[src/rtl/chimpo_pkg.sv]
// Shared definitions for the CHINPO interrupt controller: core state codes,
// datapath width and the request/service FSM encoding.
package chimpo_pkg;

    localparam int unsigned CHIMPO_DATA_W = 16;
    localparam int unsigned CORE_STATE_W  = 4;

    localparam logic [CORE_STATE_W-1:0] CORE_FETCH       = 4'd0;
    localparam logic [CORE_STATE_W-1:0] CORE_DECODE      = 4'd1;
    localparam logic [CORE_STATE_W-1:0] CORE_RESET_STATE = 4'd13;
    localparam logic [CORE_STATE_W-1:0] CORE_INTERRUPT   = 4'd14;

    typedef enum logic [1:0] {
        IRQ_IDLE    = 2'd0,
        IRQ_REQ     = 2'd1,
        IRQ_SERVICE = 2'd2
    } irq_state_e;

endpackage

[src/rtl/chimpo_irq_sync.sv]
// One interrupt line: two-flop synchroniser, history flop and rising-edge pulse.
module chimpo_irq_sync (
    input  logic CLK,
    input  logic Reset,
    input  logic irq_i,
    output logic rise_c_o
);

    logic s1_q;
    logic s2_q;
    logic s3_q;

    always_ff @(posedge CLK or posedge Reset) begin
        if (Reset) begin
            s1_q <= 1'b0;
            s2_q <= 1'b0;
            s3_q <= 1'b0;
        end else begin
            s1_q <= irq_i;
            s2_q <= s1_q;
            s3_q <= s2_q;
        end
    end

    assign rise_c_o = s2_q & ~s3_q;

endmodule

[src/rtl/chimpo_interrupt_controller.sv]
// Interrupt controller for the CHINPO core: pending/mask bookkeeping, fixed
// lowest-index priority and a committed request/ack/return handshake.
module chimpo_interrupt_controller
    import chimpo_pkg::*;
#(
    parameter int unsigned            NUM_IRQ    = 4,
    parameter int unsigned            DATA_W     = CHIMPO_DATA_W,
    parameter logic [DATA_W-1:0]      VEC_BASE   = 16'h0100,
    parameter logic [DATA_W-1:0]      VEC_STRIDE = 16'h0010,
    parameter logic [CORE_STATE_W-1:0] INT_STATE = CORE_INTERRUPT,
    localparam int unsigned           ID_W       = (NUM_IRQ > 1) ? $clog2(NUM_IRQ) : 1
) (
    input  logic                    CLK,
    input  logic                    Reset,
    input  logic [NUM_IRQ-1:0]      IrqIn,
    input  logic [CORE_STATE_W-1:0] CurState,
    input  logic                    MaskWe,
    input  logic [NUM_IRQ-1:0]      MaskWdata,
    input  logic                    IntRet,
    output logic                    Int,
    output logic [DATA_W-1:0]       IntVector,
    output logic [ID_W-1:0]         IntId,
    output logic [NUM_IRQ-1:0]      Pending,
    output logic [NUM_IRQ-1:0]      Mask,
    output logic                    InService
);

    irq_state_e          state_q, state_d;
    logic                int_q, int_d;
    logic [DATA_W-1:0]   vec_q, vec_d;
    logic [ID_W-1:0]     id_q, id_d;
    logic [NUM_IRQ-1:0]  pending_q, pending_d;
    logic [NUM_IRQ-1:0]  mask_q, mask_d;
    logic                in_service_q, in_service_d;

    logic [NUM_IRQ-1:0]  rise;
    logic [NUM_IRQ-1:0]  cand;
    logic [NUM_IRQ-1:0]  pending_clr;
    logic [ID_W-1:0]     win;

    for (genvar g = 0; g < NUM_IRQ; g++) begin : g_sync
        chimpo_irq_sync u_sync (
            .CLK      (CLK),
            .Reset    (Reset),
            .irq_i    (IrqIn[g]),
            .rise_c_o (rise[g])
        );
    end

    assign cand = pending_q & mask_q;

    // Lowest index wins: scan from the top so the last hit is the smallest.
    always_comb begin
        win = '0;
        for (int i = int'(NUM_IRQ) - 1; i >= 0; i--) begin
            if (cand[i]) begin
                win = ID_W'(i);
            end
        end
    end

    always_ff @(posedge CLK or posedge Reset) begin
        if (Reset) begin
            state_q      <= IRQ_IDLE;
            int_q        <= 1'b0;
            vec_q        <= '0;
            id_q         <= '0;
            pending_q    <= '0;
            mask_q       <= '0;
            in_service_q <= 1'b0;
        end else begin
            state_q      <= state_d;
            int_q        <= int_d;
            vec_q        <= vec_d;
            id_q         <= id_d;
            pending_q    <= pending_d;
            mask_q       <= mask_d;
            in_service_q <= in_service_d;
        end
    end

    always_comb begin
        state_d      = state_q;
        int_d        = int_q;
        vec_d        = vec_q;
        id_d         = id_q;
        in_service_d = in_service_q;
        pending_clr  = '0;
        mask_d       = MaskWe ? MaskWdata : mask_q;

        case (state_q)
            IRQ_IDLE: begin
                int_d        = 1'b0;
                in_service_d = 1'b0;
                if (|cand) begin
                    id_d    = win;
                    vec_d   = VEC_BASE + DATA_W'(win) * VEC_STRIDE;
                    int_d   = 1'b1;
                    state_d = IRQ_REQ;
                end
            end
            IRQ_REQ: begin
                // Request is committed; only the core's ack moves us on.
                if (CurState == INT_STATE) begin
                    pending_clr  = NUM_IRQ'(1) << id_q;
                    int_d        = 1'b0;
                    in_service_d = 1'b1;
                    state_d      = IRQ_SERVICE;
                end
            end
            IRQ_SERVICE: begin
                int_d = 1'b0;
                if (IntRet) begin
                    in_service_d = 1'b0;
                    state_d      = IRQ_IDLE;
                end
            end
            default: begin
                int_d        = 1'b0;
                in_service_d = 1'b0;
                state_d      = IRQ_IDLE;
            end
        endcase

        // A fresh edge on the bit being acknowledged survives the clear.
        pending_d = (pending_q & ~pending_clr) | rise;
    end

    assign Int       = int_q;
    assign IntVector = vec_q;
    assign IntId     = id_q;
    assign Pending   = pending_q;
    assign Mask      = mask_q;
    assign InService = in_service_q;

endmodule

[config.mk]
export PLATFORM = sky130hd
export DESIGN_NAME = chimpo_interrupt_controller
export DESIGN_NICKNAME = d
export VERILOG_FILES = /design/src/rtl/chimpo_pkg.sv /design/src/rtl/chimpo_irq_sync.sv /design/src/rtl/chimpo_interrupt_controller.sv
export SDC_FILE = /design/constraint.sdc
export NUM_CORES = 1
export LEC_CHECK = 0
export CAP_MARGIN = 20
export CORE_MARGIN = 2
export CORE_UTILIZATION = 40
export DETAILED_ROUTE_END_ITERATION = 7
export DONT_BUFFER_PORTS = 1
export PLACE_DENSITY = 0.51
export SLEW_MARGIN = 15
export SYNTH_ARGS = -nofsm -noshare
export SYNTH_HDL_FRONTEND = slang
export SYNTH_SLANG_ARGS = --single-unit
[constraint.sdc]
create_clock -name CLK -period 1.3 [get_ports CLK]
set_input_delay 0.26 -clock CLK [delete_from_list [all_inputs] [get_ports CLK]]
set_output_delay 0.26 -clock CLK [all_outputs]
set_load 0.01 [all_outputs]
Word-level counts from Yosys, hierarchy flattened
Index checks and enable logic that the tools add are counted.
{"block": "word_totals", "ff_bits": 42, "in_bits": 16, "output_inout_bits": 28, "elab_cells": 60}
{"block": "op_classes", "n_addsub": 1, "eq_ne": 6, "shifts": 1, "n_mux": 16, "n_bitwise": 12, "reduce_logical": 5}
{"operator": "$mux 2", "n": 7}
{"operator": "$add 9x6->10 const A", "n": 1}
{"operator": "$and 4x4->4", "n": 2}
{"operator": "$mux 4", "n": 2}
{"operator": "$ne 2x2->1 const B", "n": 3}
{"operator": "$pmux 2 s3", "n": 1}
{"operator": "$and 1x1->1", "n": 4}
{"operator": "$eq 4x4->1 const B", "n": 1}
{"operator": "$mux 1", "n": 4}
{"operator": "$not 1->1", "n": 4}
{"operator": "$not 4->4", "n": 1}
{"operator": "$or 4x4->4", "n": 1}
{"operator": "$pmux 1 s2", "n": 2}
{"operator": "$reduce_and 2->1", "n": 2}
{"operator": "$reduce_or 4->1", "n": 1}
{"operator": "$shl 1x2->4 const A", "n": 1}
{"operator": "$reduce_and 3->1", "n": 1}
{"operator": "$eq 2x1->1 const B", "n": 1}
{"operator": "$eq 2x2->1 const B", "n": 1}
{"operator": "$logic_not 2->1", "n": 1}

Logic depth before layout (Yosys ltp)
Gate-level depths: netlist of the first run.
{"block": "logic_depth", "ltp_word": 6, "depth_mapped": 4, "mapped_depth_nobuf": 3}

Hierarchy
Synthesis of the first run repeated with hierarchy kept, for this count alone.
{"block": "hier_totals", "cells_unflattened": 91, "area_unflattened_um2": 1132.3}
{"module": "chimpo_interrupt_controller", "instances": 1, "cells_per_inst": 71, "area_each_um2": 762.0, "seq_area_each_um2": 375.4}
{"module": "chimpo_irq_sync", "instances": 4, "cells_per_inst": 5, "area_each_um2": 92.6, "seq_area_each_um2": 75.1}

Worst setup path after synthesis of the first run
No wires, ideal clock.
{"block": "synth_path", "path_kind": "flip-flop to flip-flop", "from": "register mask_q[1], in the netlist Mask[1]", "to": "register int_q, in the netlist Int", "setup_time_ns": 0.120, "arrival_time_ns": 0.975, "required_time_ns": 1.180, "setup_slack_ns": 0.205, "path_stages_with_launch": 4, "path_buffers": 0, "period_less_slack_ns": 1.095, "cell_sequence": "dfrtp_1 -> a22oi_1 -> a31oi_1 -> a31o_2"}
{"block": "synth_via", "elab_chain_len": 4}
{"item": "start: declaration", "line_no": "chimpo_interrupt_controller.sv:33", "text": "logic [NUM_IRQ-1:0] mask_q, mask_d;"}
{"item": "start signal: assignment", "line_no": "chimpo_interrupt_controller.sv:77", "text": "mask_q <= mask_d;"}
{"item": "$and 4x4->4", "line_no": "chimpo_interrupt_controller.sv:50", "text": "assign cand = pending_q & mask_q;"}
{"item": "$reduce_or 4->1", "line_no": "chimpo_interrupt_controller.sv:95", "text": "if (|cand) begin"}
{"item": "$mux 1", "line_no": "chimpo_interrupt_controller.sv:95"}
{"item": "$pmux 1 s2", "line_no": "chimpo_interrupt_controller.sv:91", "text": "case (state_q)"}
{"item": "end signal: assignment", "line_no": "chimpo_interrupt_controller.sv:73", "text": "int_q <= int_d;"}
{"item": "end: declaration", "line_no": "chimpo_interrupt_controller.sv:29", "text": "logic int_q, int_d;"}
Every way passes these cells.
A chain may end at the register's enable or synchronous reset.

==> results of run 1 <==
-- per-layer routing --
layer	up-vias	track usage [%]	routed length (µm)
met5	-	0	0
met4	0	5.102	15
met3	2	3.687	118
met2	34	18.66	785
met1	305	17.27	879
li1	295	-	-
-- cell families after synthesis --
group / after synthesis
DFF: 27
muxes: 4
other: 1
AOI/OAI and AO/OA: 18
buffers and inverters: 22
and+or+nand+nor: 16
-- registers in the layout (all words and copies together) (netlist names) --
| name | count |
|---|---|
| Mask | 4 |
| Pending | 4 |
| g_sync.u_sync.s1_q | 4 |
| g_sync.u_sync.s2_q | 4 |
| g_sync.u_sync.s3_q | 4 |
| IntVector | 2 |
| state_q | 2 |
| InService | 1 |
| Int | 1 |
| IntId | 1 |
-- cell type report --
class / instances / area share, %
Tap cell: 30 / 3.161
Clock buffer: 4 / 2.213
Timing Repair Buffer: 12 / 8.641
Multi-Input combinational cell: 51 / 27.40
Sequential cell: 27 / 57.01
Inverter: 5 / 1.581
-- report_power, final --
| part | leakage, µW | internal (µW) | switching (µW) |
|---|---|---|---|
| Combinational | 0.000237 | 214 | 199 |
| Sequential | 0.000304 | 955 | 161 |
| Clock | 0.0000150 | 120 | 230 |
-- Yosys cell counts (all sizes together) --
master,count
buf,17
nor2,1
nor2b,1
o21ai,4
nand4b,3
mux2,4
a21o,2
nand2b,2
nand3,1
or2,2
nand2,4
and4b,1
inv,5
a22oi,1
a22o,4
a21oi,3
nand4,1
dfrtp,27
a31o,1
conb,1
a31oi,1
a211oi,1
o22a,1
-- what timing repair did --
| item | CTS | global route |
|---|---|---|
| cloned | 0 | 0 |
| endpoints found under the setup margin | 1 | 3 |
| resized for setup | 1 | 1 |
| hold buffers | 5 | 0 |
| hold endpoints to repair | 31 | 0 |
-- placed cells by master (no fill, tap or decap), drive strengths merged --
cell type / count
a211oi: 1
a21o: 2
a21oi: 3
a22o: 4
a22oi: 1
a31o: 1
a31oi: 1
and4b: 1
buf: 7
clkbuf: 4
conb: 13
dfrtp: 27
dlygate4sd3: 5
inv: 5
mux2: 4
nand2: 4
nand2b: 2
nand3: 1
nand4: 1
nand4b: 3
nor2: 1
nor2b: 1
o21ai: 4
o22a: 1
or2: 2
-- per-stage QoR --
| stage | util, % | hold slack, ps | instance area [µm²] | worst slack (ps) |
|---|---|---|---|---|
| after floorplan | - | 291.4 | 1140 | 204.9 |
| after global placement | 43.41 | 229.0 | 1105 | 139.1 |
| after detailed placement | 43.41 | 231.9 | 1105 | 111.9 |
| after CTS | 46.46 | 72.18 | 1182 | 34.01 |
| after global routing | 46.66 | 61.57 | 1187 | 2.359 |
| final | 46.66 | 83.95 | 1187 | 48.75 |
-- worst paths after layout --
| path | cells past startpoint | end | slack, ps | from |
|---|---|---|---|---|
| hold / removal | 1 | Mask[3] | 80 | MaskWdata[3] |
| min in group asynchronous | 3 | g_sync[2].u_sync.s1_q | 420 | Reset |
| max in group asynchronous | 3 | IntId[0] | 610 | Reset |
| setup reg to reg | 3 | Int | 160 | state_q[1] |
| setup / recovery | 1 | IntVector[4] | 50 | IntId[0] |
| hold reg to reg | 0 | g_sync[1].u_sync.s2_q | 370 | g_sync[1].u_sync.s1_q |
==> flow_summary.ini, run 1 <==
[synth]
yosysTopAreaCell = dfrtp_1
avgSynthCellArea_um2 = 12.44
synth_seq_area_share_pct = 61.71
synth_area_leaders = dfrtp_1 (62%), buf_4 (11%), mux2_2 (4.1%)
synth-seq-cells = 27
synthXorXnorAreaFrac_pct = 0
synth-simple-area-share_pct = 9.371
yosysWarnings = 0
synth_adder_area_share_pct = 0
synth_mux_area_share_pct = 4.114
netlist_area_um2 = 1095
yosysUniqueCellTypes = 25
synth_cells = 88
synth_compound_area_share_pct = 11.31
synth_top_family_by_area = buffers and inverters
synth_top_area_share_pct = 61.71

[routing]
totalWireLength_um = 1798
drc = 0
vias_per_cell = 4.930
detail-route-antenna-nets = 0
wire_per_inst_um = 13.94
initialDrtViolationCount = 17
dr.pass1.iters = 4
vias = 636

[critical_path]
critical_path.top_delay_family = flip-flops
cp.arrival_ps = 990
endpoint_kind = output port
slowest_stage = dfrtp_2
worstPathMaxFanout = 8
cp_data_required_time_ps = 1040
max_stage_delay_ps = 510
cp-start-kind = register
critical_path_class = reg2out
cp_num_buf_inv = 1
cp_cell_sequence = buf_4

[pwr]
peakVddDrop_v = 0.0008376
fin_total_pwr_uw = 1879
powerDensity_nw_per_um2 = 1583
p_leak_uw = 0.0005565

[floorplanning]
initial_core_util_pct = 43.02
rows = 18
design.core.area_um2 = 2545
dieArea_um2 = 3171
die_h_um = 56.32
ios = 44
die_x_um = 56.32

[cts]
htreeDepth = 1
root_buffer = clkbuf_4
insertion_delay_ps = 310
cts_buffers = 3
clk_pin_slew_worst_paths_ps = 130
post_cts_buffers = 0
clock-sinks = 27
cts.path.max_buffers = 2
cts_tree = built

[finish]
n_antenna_cell = 0
fillers = 231
nets = 116
syn_to_final_growth_pct = 8.457
instances_no_fill = 129
drive_above_1_share_pct = 18.18
multiInputGateArea_um2 = 325.3
layout.area.seq_um2 = 676.9

[placed_design]
port_buffers = 0
gp_congestion = 0.8521
dp.cells = 120
hpwlAfterDp_um = 1335

[status]
status = finished clean

[run]
cap_violations = 0

[global_routing]
grt_max_degree = 28
grt-ovfl-total = 0
grt_pass1_wl_um = 3077
grt_usage_pct = 12.57
grt_pass1_vias = 667
grt_antenna_before_repair = 0

[sta]
clock_skew_ps = 1.208
fin_setup_tns_ps = 0
fin_crit_sh_pct = 96.25
fmax_mhz = 799.2
finalMaxSlewViolations = 0
hold_viol = 0
finalSetupViolCount = 0
rsz0062_at_grt = false
min_period_ps = 1251

[hold_path]
holdCritPathClass = in2reg
Note: power is estimated with default switching activity, not from simulation.
==> inputs of run 2 (changes only) <==
- CELL_PAD_IN_SITES_DETAIL_PLACEMENT: unset -> 1
- CELL_PAD_IN_SITES_GLOBAL_PLACEMENT: unset -> 1
- CORE_UTILIZATION: 40 -> 45
- HOLD_SLACK_MARGIN: unset -> 0.12
- PLACE_DENSITY: 0.51 -> 0.71
==> run 2 against run 1 <==
  * Clock power is 1% higher
  * Largest power group unchanged
  * Via count grew 4.4%
  * First-iteration DRC count down 94%
  * Hold slack gained 64 ps
  * Critical endpoint is now IntId[0]
  * Final cell count up 3.1%
  * Global-route usage up 3.9 points
  * Largest cell class unchanged
  * Non-clock buffer count up 6
==> flow_summary.ini, run 2 (synthesis results as in run 1) <==
[sta]
finalSetupViolCount = 0
hold_viol = 0
fin_setup_tns_ps = 0
fin_crit_sh_pct = 95.32
min_period_ps = 1239
setup_slack_ps = 60.86
rsz0062_at_grt = false
finalMaxSlewViolations = 0
fmax_mhz = 807.0
clock_skew_ps = 2.112

[hold_path]
holdCritPathClass = in2reg
hold_start = IntRet
hold_depth = 2

[critical_path]
cp_cell_sequence = buf_4
endpoint_kind = output port
critical_path_class = reg2out
worstSetupStartpoint = IntId[0]
cp-start-kind = register
cp.depth = 1
max_stage_delay_ps = 470
worstPathMaxFanout = 7
cp.arrival_ps = 980
reg2reg_depth = 3
cp_num_buf_inv = 1
cp_data_required_time_ps = 1040
slowest_stage = dfrtp_1
critical_path.top_delay_family = flip-flops
timing.rr.start = state_q[0]

[routing]
dr.pass1.iters = 4
initialDrtViolationCount = 1
detail-route-antenna-nets = 0
vias = 664
totalWireLength_um = 1973
vias_per_cell = 4.992
wire_per_inst_um = 14.83
drc = 0

[pwr]
p_seq_share_pct = 56.1
pwr-share-clk_pct = 18.5
swShare_pct = 31.31
p_int_uw = 1316
p_leak_uw = 0.0005836
combPwrFrac_pct = 25.4
peakVddDrop_v = 0.001047
p_switching_uw = 600.0
powerDensity_nw_per_um2 = 1544

[global_routing]
grt_pass1_wl_um = 3167
grt_pass1_vias = 707
grt_usage_pct = 16.49
grt_max_degree = 28
grt-ovfl-total = 0
grt_antenna_before_repair = 0

[cts]
cts_buffers = 3
clk_pin_slew_worst_paths_ps = 140
root_buffer = clkbuf_4
clock-sinks = 27
htreeDepth = 1
cts.path.max_buffers = 2
cts_tree = built
insertion_delay_ps = 320

[finish]
nets = 122
final_cell_mix = dfrtp_1 (27), conb_1 (13), dlygate4sd3_1 (10)
n_antenna_cell = 0
syn_to_final_growth_pct = 13.37
drive_above_1_share_pct = 17.14
final_common_cell = dfrtp_1

[floorplanning]
rows = 17
die_x_um = 53.33
design.core.area_um2 = 2255
ios = 44
initial_core_util_pct = 48.56
die_h_um = 53.33
dieArea_um2 = 2844

[placed_design]
port_buffers = 0
place_ws_ps = 66.88
gp_congestion = 0.8084
hpwlAfterDp_um = 1436

[status]
status = finished clean

[run]
cap_violations = 0
==> run 2: cell types whose count changed in the layout (fill, tap and decap cells not counted) <==
| cell | previous run | this run |
|---|---|---|
| dlygate4sd3_1 | 5 | 10 |
| buf_4 | 7 | 8 |
| dfrtp_1 | 26 | 27 |
| dfrtp_2 | 1 | 0 |
==> run 2: worst paths after layout <==
check	to	slack [ps]
worst max register to register	Pending[1]	130
min in group asynchronous	Mask[2]	450
worst min-delay path	state_q[1]	150
worst max-delay path	IntId[0]	60
max in group asynchronous	Pending[1]	600
worst min register to register	g_sync[2].u_sync.s2_q	370
==> run 2: stage by stage <==
stage	std cells	hold WS (ps)	cell area, µm²	utilization (%)	total power (µW)
finish	133	147.6	1241	55.05	1916
global route	133	153.7	1241	55.05	2032
CTS	133	131.1	1236	54.83	1924
detailed placement	119	230.0	1110	49.22	1547
global placement	119	224.0	1110	49.22	1530
floorplan	100	291.4	1140	-	1477
==> run 2: area by class of cell <==
class,instances,area [µm²]
repair buffers,18,160.2
inverters,5,18.77
flip-flops and latches,27,675.6
fillers,255,1013
clock buffers,4,26.28
multi-input cells,51,325.3
well taps,28,35.03
==> run 2: power groups by stage <==
| stage | Clock, µW | Combinational, µW | Sequential, µW |
|---|---|---|---|
| after global routing | 392 | 544 | 1100 |
| final | 355 | 487 | 1070 |
| after floorplan | 0 | 380 | 1100 |
| after detailed placement | 0 | 456 | 1090 |
| after global placement | 0 | 450 | 1080 |
| after CTS | 366 | 483 | 1070 |
==> run 2: layer usage <==
metal / routed length [µm] / track usage, % / vias up
met3: 173 / 5.650 / 4
met5: 0 / 0 / -
met1: 839 / 18.86 / 324
met2: 910 / 26.13 / 31
met4: 50 / 10.26 / 0
li1: - / - / 305
==> run 2: what timing repair did <==
item,in CTS,in global routing
setup buffers,0,0
endpoints found under the setup margin,0,3
hold buffers,10,0
resized for setup,0,1
endpoints found under the hold margin,35,0
